$ cat src/rtl/midi_voice_alloc.sv
// MIDI byte-stream parser and voice-slot allocator feeding the synth core.
// Note messages drive a one-slot-per-cycle scan of the voice table; pitch bend bypasses it.
module midi_voice_alloc #(
   parameter int NUM_VOICES = 16
) (
   input  logic       clk,
   input  logic       rst,
   input  logic [7:0] rx_data,
   input  logic       rx_valid,
   output logic       rx_ready,
   output logic       note_pressed,
   output logic       note_released,
   output logic       note_keypress,
   output logic       pitch_wheel,
   output logic [6:0] note,
   output logic [6:0] velocity,
   output logic [3:0] channel,
   output logic [7:0] addr,
   output logic       voice_overflow
);
   localparam int IDX_W = (NUM_VOICES > 1) ? $clog2(NUM_VOICES) : 1;
   localparam logic [IDX_W-1:0] LAST_IDX = IDX_W'(NUM_VOICES - 1);

   typedef enum logic [1:0] {ST_IDLE, ST_SCAN, ST_RESULT} state_t;
   typedef enum logic [1:0] {MSG_ON, MSG_OFF, MSG_AT} msg_t;

   state_t state_reg, state_next;

   // parser state
   logic       accept;
   logic       status_valid_reg;
   logic [2:0] status_type_reg;
   logic [3:0] status_chan_reg;
   logic       data_cnt_reg;
   logic [6:0] data0_reg;
   logic       msg_done;
   logic       scan_start;
   logic       pitch_done;
   msg_t       start_kind;

   // latched message under scan
   msg_t       msg_kind_reg;
   logic [3:0] msg_chan_reg;
   logic [6:0] msg_note_reg;
   logic [6:0] msg_vel_reg;

   // scan bookkeeping
   logic [IDX_W-1:0] scan_idx_reg;
   logic             found_match_reg;
   logic [IDX_W-1:0] match_idx_reg;
   logic             found_free_reg;
   logic [IDX_W-1:0] free_idx_reg;

   // voice table: {channel, note} in RAM, active flags in flops so reset can clear them at once
   logic [10:0]           table_mem [NUM_VOICES];
   logic [10:0]           rd_data_reg;
   logic [IDX_W-1:0]      rd_addr;
   logic [NUM_VOICES-1:0] active_reg;
   logic [NUM_VOICES-1:0] active_next;

   logic             cur_active;
   logic             match_hit;
   logic             free_hit;
   logic             result_en;
   logic             fin_match;
   logic             fin_free;
   logic [IDX_W-1:0] fin_match_idx;
   logic [IDX_W-1:0] fin_free_idx;
   logic [IDX_W-1:0] event_idx;
   logic             do_press;
   logic             do_release;
   logic             do_keypress;
   logic             do_overflow;
   logic             set_en;
   logic             clr_en;

   logic       note_pressed_reg;
   logic       note_released_reg;
   logic       note_keypress_reg;
   logic       pitch_wheel_reg;
   logic       voice_overflow_reg;
   logic [6:0] note_reg;
   logic [6:0] velocity_reg;
   logic [3:0] channel_reg;
   logic [7:0] addr_reg;

   // FSM: state register
   always_ff @(posedge clk) begin
      if (rst) begin
         state_reg <= ST_IDLE;
      end else begin
         state_reg <= state_next;
      end
   end

   // FSM: next state
   always_comb begin
      state_next = state_reg;
      case (state_reg)
         ST_IDLE:   if (scan_start) state_next = ST_SCAN;
         ST_SCAN:   if (scan_idx_reg == LAST_IDX) state_next = ST_RESULT;
         ST_RESULT: state_next = ST_IDLE;
         default:   state_next = ST_IDLE;
      endcase
   end

   // FSM: outputs; read address runs one slot ahead to cover the RAM read latency
   always_comb begin
      rx_ready = (state_reg == ST_IDLE);
      rd_addr  = '0;
      if (state_reg == ST_SCAN && scan_idx_reg != LAST_IDX) begin
         rd_addr = scan_idx_reg + 1'b1;
      end
   end

   always_comb begin
      accept     = rx_valid && rx_ready;
      msg_done   = accept && !rx_data[7] && status_valid_reg &&
                   (data_cnt_reg || status_type_reg[2:1] == 2'b10);
      scan_start = msg_done && !status_type_reg[2] && status_type_reg[1:0] != 2'b11;
      pitch_done = msg_done && status_type_reg == 3'b110;
      case (status_type_reg[1:0])
         2'b00:   start_kind = MSG_OFF;
         2'b01:   start_kind = (rx_data[6:0] == 7'd0) ? MSG_OFF : MSG_ON;
         default: start_kind = MSG_AT;
      endcase
   end

   // Realtime bytes (F8-FF) leave running status and partial data untouched.
   always_ff @(posedge clk) begin
      if (rst) begin
         status_valid_reg <= 1'b0;
         status_type_reg  <= 3'd0;
         status_chan_reg  <= 4'd0;
         data_cnt_reg     <= 1'b0;
         data0_reg        <= 7'd0;
      end else if (accept) begin
         if (rx_data[7]) begin
            if (rx_data[7:3] != 5'b11111) begin
               status_valid_reg <= (rx_data[7:4] != 4'hF);
               status_type_reg  <= rx_data[6:4];
               status_chan_reg  <= rx_data[3:0];
               data_cnt_reg     <= 1'b0;
            end
         end else if (status_valid_reg) begin
            if (msg_done) begin
               data_cnt_reg <= 1'b0;
            end else begin
               data_cnt_reg <= 1'b1;
               data0_reg    <= rx_data[6:0];
            end
         end
      end
   end

   always_ff @(posedge clk) begin
      if (rst) begin
         msg_kind_reg    <= MSG_ON;
         msg_chan_reg    <= 4'd0;
         msg_note_reg    <= 7'd0;
         msg_vel_reg     <= 7'd0;
         scan_idx_reg    <= '0;
         found_match_reg <= 1'b0;
         match_idx_reg   <= '0;
         found_free_reg  <= 1'b0;
         free_idx_reg    <= '0;
      end else if (scan_start) begin
         msg_kind_reg    <= start_kind;
         msg_chan_reg    <= status_chan_reg;
         msg_note_reg    <= data0_reg;
         msg_vel_reg     <= rx_data[6:0];
         scan_idx_reg    <= '0;
         found_match_reg <= 1'b0;
         found_free_reg  <= 1'b0;
      end else if (state_reg == ST_SCAN) begin
         scan_idx_reg <= rd_addr;
         if (match_hit && !found_match_reg) begin
            found_match_reg <= 1'b1;
            match_idx_reg   <= scan_idx_reg;
         end
         if (free_hit && !found_free_reg) begin
            found_free_reg <= 1'b1;
            free_idx_reg   <= scan_idx_reg;
         end
      end
   end

   // The last scan cycle folds in its own slot so the result lands exactly one cycle later.
   always_comb begin
      cur_active    = active_reg[scan_idx_reg];
      match_hit     = cur_active && (rd_data_reg == {msg_chan_reg, msg_note_reg});
      free_hit      = !cur_active;
      result_en     = (state_reg == ST_SCAN) && (scan_idx_reg == LAST_IDX);
      fin_match     = found_match_reg || match_hit;
      fin_match_idx = found_match_reg ? match_idx_reg : scan_idx_reg;
      fin_free      = found_free_reg || free_hit;
      fin_free_idx  = found_free_reg ? free_idx_reg : scan_idx_reg;
      event_idx     = fin_match ? fin_match_idx : fin_free_idx;
      do_press      = result_en && msg_kind_reg == MSG_ON && (fin_match || fin_free);
      set_en        = result_en && msg_kind_reg == MSG_ON && !fin_match && fin_free;
      do_overflow   = result_en && msg_kind_reg == MSG_ON && !fin_match && !fin_free;
      do_release    = result_en && msg_kind_reg == MSG_OFF && fin_match;
      do_keypress   = result_en && msg_kind_reg == MSG_AT && fin_match;
      clr_en        = do_release;
   end

   always_ff @(posedge clk) begin
      if (set_en) begin
         table_mem[fin_free_idx] <= {msg_chan_reg, msg_note_reg};
      end
      rd_data_reg <= table_mem[rd_addr];
   end

   genvar gi;
   generate
      for (gi = 0; gi < NUM_VOICES; gi++) begin : g_slot
         assign active_next[gi] = (set_en && fin_free_idx == IDX_W'(gi)) ? 1'b1 :
                                  (clr_en && fin_match_idx == IDX_W'(gi)) ? 1'b0 :
                                  active_reg[gi];
      end
   endgenerate

   always_ff @(posedge clk) begin
      if (rst) begin
         active_reg <= '0;
      end else begin
         active_reg <= active_next;
      end
   end

   always_ff @(posedge clk) begin
      if (rst) begin
         note_pressed_reg   <= 1'b0;
         note_released_reg  <= 1'b0;
         note_keypress_reg  <= 1'b0;
         pitch_wheel_reg    <= 1'b0;
         voice_overflow_reg <= 1'b0;
         note_reg           <= 7'd0;
         velocity_reg       <= 7'd0;
         channel_reg        <= 4'd0;
         addr_reg           <= 8'd0;
      end else begin
         note_pressed_reg   <= do_press;
         note_released_reg  <= do_release;
         note_keypress_reg  <= do_keypress;
         pitch_wheel_reg    <= pitch_done;
         voice_overflow_reg <= do_overflow;
         if (do_press || do_release || do_keypress) begin
            note_reg     <= msg_note_reg;
            velocity_reg <= msg_vel_reg;
            channel_reg  <= msg_chan_reg;
            addr_reg     <= 8'(event_idx);
         end else if (pitch_done) begin
            note_reg     <= rx_data[6:0];
            velocity_reg <= 7'd0;
            channel_reg  <= status_chan_reg;
         end
      end
   end

   assign note_pressed   = note_pressed_reg;
   assign note_released  = note_released_reg;
   assign note_keypress  = note_keypress_reg;
   assign pitch_wheel    = pitch_wheel_reg;
   assign voice_overflow = voice_overflow_reg;
   assign note           = note_reg;
   assign velocity       = velocity_reg;
   assign channel        = channel_reg;
   assign addr           = addr_reg;

endmodule

$ cat config.mk
export PLATFORM = sky130hd
export DESIGN_NAME = midi_voice_alloc
export DESIGN_NICKNAME = d
export VERILOG_FILES = /design/src/rtl/midi_voice_alloc.sv
export SDC_FILE = /design/constraint.sdc
export NUM_CORES = 1
export LEC_CHECK = 0
export BUFFER_PORTS_ARGS = -buffer_cell sky130_fd_sc_hd__clkbuf_2
export CORE_MARGIN = 4
export CORE_UTILIZATION = 55
export DETAILED_ROUTE_END_ITERATION = 10
export PLACE_DENSITY = 0.8
export SLEW_MARGIN = 20
export SYNTH_ARGS = -nofsm -noshare
export SYNTH_HDL_FRONTEND = slang
export SYNTH_SLANG_ARGS = --single-unit
$ cat constraint.sdc
create_clock -name clk -period 2.6 [get_ports clk]
set_clock_uncertainty 0.05 [all_clocks]
set_input_delay 0.26 -clock clk [delete_from_list [all_inputs] [get_ports clk]]
set_output_delay 0.26 -clock clk [all_outputs]
set_load 0.02 [all_outputs]
==> summary.md <==
| Metric | Value |
|---|---|
| Outcome | `completed` |
| Ys async rst share | `0%` |
| Slew Limit Fails | `0` |
| Height of the die | `153 um` |
| Synth Register Bits | `about 280` |
| Sequential share of power | `~55%` |
| Reg clk slew, reported paths | `approximately 0.070 ns` |
| Post-synth EDFFs | `approximately 180` |
| CTS buffer count | `27` |
| CTS sink cnt | `approximately 280` |
| Tcrit/Tclk final | `between 90% and 100%` |
| Fmax | `around 400 MHz` |
| Routed WL | `roughly 28000 um` |
| Clock latency on the worst-skew pair | `roughly 0.53 ns` |
| Most instantiated library cell after synthesis | `edfxtp_1` |
| 1st-iter DRT viols | `about 820` |
| Library cells used by synthesis | `63` |
| Area of the core | `approximately 20000 um2` |
| Reg2reg start | `scan_idx_reg[0]` |
| First-pass GRT wire length | `approximately 44000 um` |
| Grt ovf | `0` |
| Non-Filler Instances | `between 1000 and 1500` |
| Via count | `a little under 8000` |
| Ports | `between 40 and 50` |
| Crit path cell chain | `ha_1, nand3_1, buf_4, nand2_2, or2_0, buf_12, nand2_1, a311oi_1, buf_4, a211oi_1, a21oi_1` |
| VDD IR max | `0.599 mV` |
| Hold crit path type | `input pin to flop` |
| CP Buf/Inv Count | `3` |
| Final setup viols | `0` |
| Number of global-route vias before repair | `about 7500` |
| Die X | `~150 um` |
| Synth top area share | `around 46%` |
| Clock buffer depth | `3` |
| Met3 usage | `roughly 3%` |
| Total GRT Usage | `approximately a quarter` |
| RSZ-0062 raised after global routing | `true` |
| Seq/Total Area, Yosys | `roughly 64%` |
| Placer Congestion | `slightly below 1` |
| Post-route ant nets | `0` |
| Synthesis Warnings | `0` |
| Critical Path Max Stage Delay | `0.47 ns` |
| Worst Max-Slew Pin Slew | `~0.77 ns` |
| Layout cells sized above 1 | `around 20%` |
| Rows | `52` |
| CP max stage cell | `a211oi_1` |
| Mapped cell area | `between 10000 and 15000 um2` |
| Hold path cells | `3` |
| DRT Pass-1 Iters | `6` |
| Crit end category | `flop` |
| Area added between synthesis and finish | `17.5%` |
| Worst Path Max Fanout | `22` |
| Synth top area cells | `edfxtp_1 (46%), dfxtp_1 (18%), mux2i_1 (9.1%)` |
| Hold endpoint | `msg_vel_reg[0]` |
| Nets | `between 1000 and 1500` |
| Min-delay src | `rx_data[0]` |
| Filler cell count | `1483` |
| Setup crit start kind | `flop` |
| WL/cell | `around 22 um` |
| P_int | `slightly below 7 mW` |
| Initial Util | `56.5%` |
| # placed instances | `1258` |
| Hold Vio Cnt, Final | `0` |
| Largest area contributor in the netlist | `edfxtp_1` |
| WS Path Type | `flop to flop` |
| Die ar. | `23400 um2` |
| Critical path origin | `scan_idx_reg[0]` |
| Worst reg2reg path endpoint | `rd_data_reg[10]` |
| Met1 Use GR | `a little over a third` |
| Comb power frac | `1.0%` |
| Busiest layer in global routing | `met2` |
| Largest net degree at the start of global routing | `48` |
| Cell Pwr Density | `approximately 630 nW/um2` |
| TritonCTS clock tree | `built` |
| Met2 Resource Use GR | `a little under two fifths` |
| Top cells by count, synth | `edfxtp_1 (176), dfxtp_1 (106), mux2i_1 (105), nor2_1 (94), nand2_1 (87)` |
| Data required time at the worst endpoint | `a little under 3 ns` |
| Initial antenna violation count | `0` |
| Sw Pwr | `between 1.5 and 2 mW` |
| Number of cells on the critical path | `11` |
| Htree depth | `1` |
| N_diodes | `0` |
| Ys flop type | `edfxtp_1` |
| I/O Buffers | `38` |
| Root Buffer | `clkbuf_16` |
| Flop2flop setup slack | `0.08 ns` |
| Leakage | `around 5 nW` |
| Relative slew margins | `~48%` |
| Critical Path AT | `2.86 ns` |
| MaxCap Viol Count | `0` |
| Max FFs per register | `176` |
| Cell class contributing the biggest share of worst-path delay | `compound AO/OA/AOI/OAI gates` |
| Final Total Pwr | `~8.6 mW` |
| Power share of the clock group | `approximately 44%` |
| DP Wirelength | `18000 um` |
| DRC | `0` |
| Cells on worst reg2reg path | `11` |
| Fraction of power spent switching nets | `19.5%` |
| Mapped Cells | `~930` |
| Vias/cell | `between 6 and 7` |
| CP dominant cell by count | `buf_4` |
| Post-Syn Area per Cell | `around 13 um2` |
| Post-layout min period | `2.52 ns` |
-- per-layer routing --
metal / vias up / part of all wire, % / wire (um)
met4: 0 / 2.3 / 648
met5: - / 0 / 0
met1: 3836 / 41 / 11700
li1: 3618 / - / -
met3: 50 / 9.3 / 2650
met2: 417 / 47 / 13400
-- per-stage QoR --
| step | cell area (um2) | worst slack, ns | TNS (ns) | hold slack [ns] | util [%] |
|---|---|---|---|---|---|
| 4_1_cts | 13500 | 0.0188 | 0 | 0.0255 | 66.0 |
| 3_3_place_gp | 12600 | -0.0493 | -0.867 | 0.401 | 61.5 |
| 2_1_floorplan | 11600 | -0.0740 | -3.11 | 0.354 | - |
| 5_1_grt | 13600 | -0.0140 | -0.0825 | 0.0412 | 66.4 |
| 6_report | 13600 | 0.0798 | 0 | 0.0373 | 66.4 |
| 3_5_place_dp | 12600 | -0.0972 | -3.97 | 0.409 | 61.5 |
-- cells by family after synthesis --
kind of cell | share of synthesized area, %
AOI/OAI and AO/OA | 9.36
xor gates and xnor gates | 0.983
adders and majority gates | 0.108
buffers and inverters | 3.11
DFF | 64.0
muxes | 11.3
other | 0.0324
and+or+nand+nor | 11.1
-- worst reg2reg max path, stage by stage (launching register included) --
cell and delay [ns]:
dfxtp_2 0.35, ha_1 0.21, nand3_1 0.12, buf_4 0.15
nand2_2 0.14, or2_0 0.30, buf_12 0.18, nand2_1 0.07
a311oi_1 0.09, buf_4 0.15, a211oi_1 0.47, a21oi_1 0.10
-- cell usage in the layout, fill, tap and decap left out, drive strengths merged, types with 3 or more instances in the layout --
master / n
conb: 4
nor3: 10
nand2b: 13
xor2: 12
nor4: 5
mux2i: 105
a211oi: 45
a21oi: 42
clkbuf: 82
o21ai: 14
nor2b: 27
o31ai: 3
nand2: 87
a221oi: 3
edfxtp: 176
o2bb2ai: 4
o21a: 3
a22oi: 4
nand3: 23
nor2: 96
clkinv: 4
dfxtp: 106
a311oi: 14
mux4: 11
inv: 10
a31oi: 15
clkinvlp: 5
buf: 88
-- cell type report --
type	instances	area, um2	area share, %
timing repair buffer	127	1020	7.52
tap	270	338	2.48
multi-input combinational	572	3890	28.6
sequential	282	7410	54.5
clock buffer	44	842	6.19
inverter	12	56.3	0.414
timing repair inverter	1	7.51	0.0552
clock inverter	6	36.3	0.267
-- power by group through the flow --
stage	registers [mW]	clock network (mW)	logic, mW
3_5_place_dp	4.81	0	0.0841
4_1_cts	4.71	3.85	0.0860
2_1_floorplan	4.81	0	0.0583
6_report	4.71	3.82	0.0865
3_3_place_gp	4.81	0	0.0831
5_1_grt	4.71	4.06	0.0943
-- worst max path at each step --
stage	slack [ns]	to
2_1_floorplan	-0.07	table_mem[10][0]
3_3_place_gp	-0.05	table_mem[3][5]
3_5_place_dp	-0.1	table_mem[11][0]
4_1_cts	0.02	table_mem[14][0]
5_1_grt	-0.01	table_mem[1][10]
6_report	0.08	rd_data_reg[10]
-- repair_timing --
item,CTS,global route
cloned,1,1
resized for setup,3,10
pin swaps,1,0
setup buffers,1,2
setup endpoints to repair,110,156
hold endpoints to repair,1,0
hold buffers,1,0
Power figures use the tool's default switching activity.
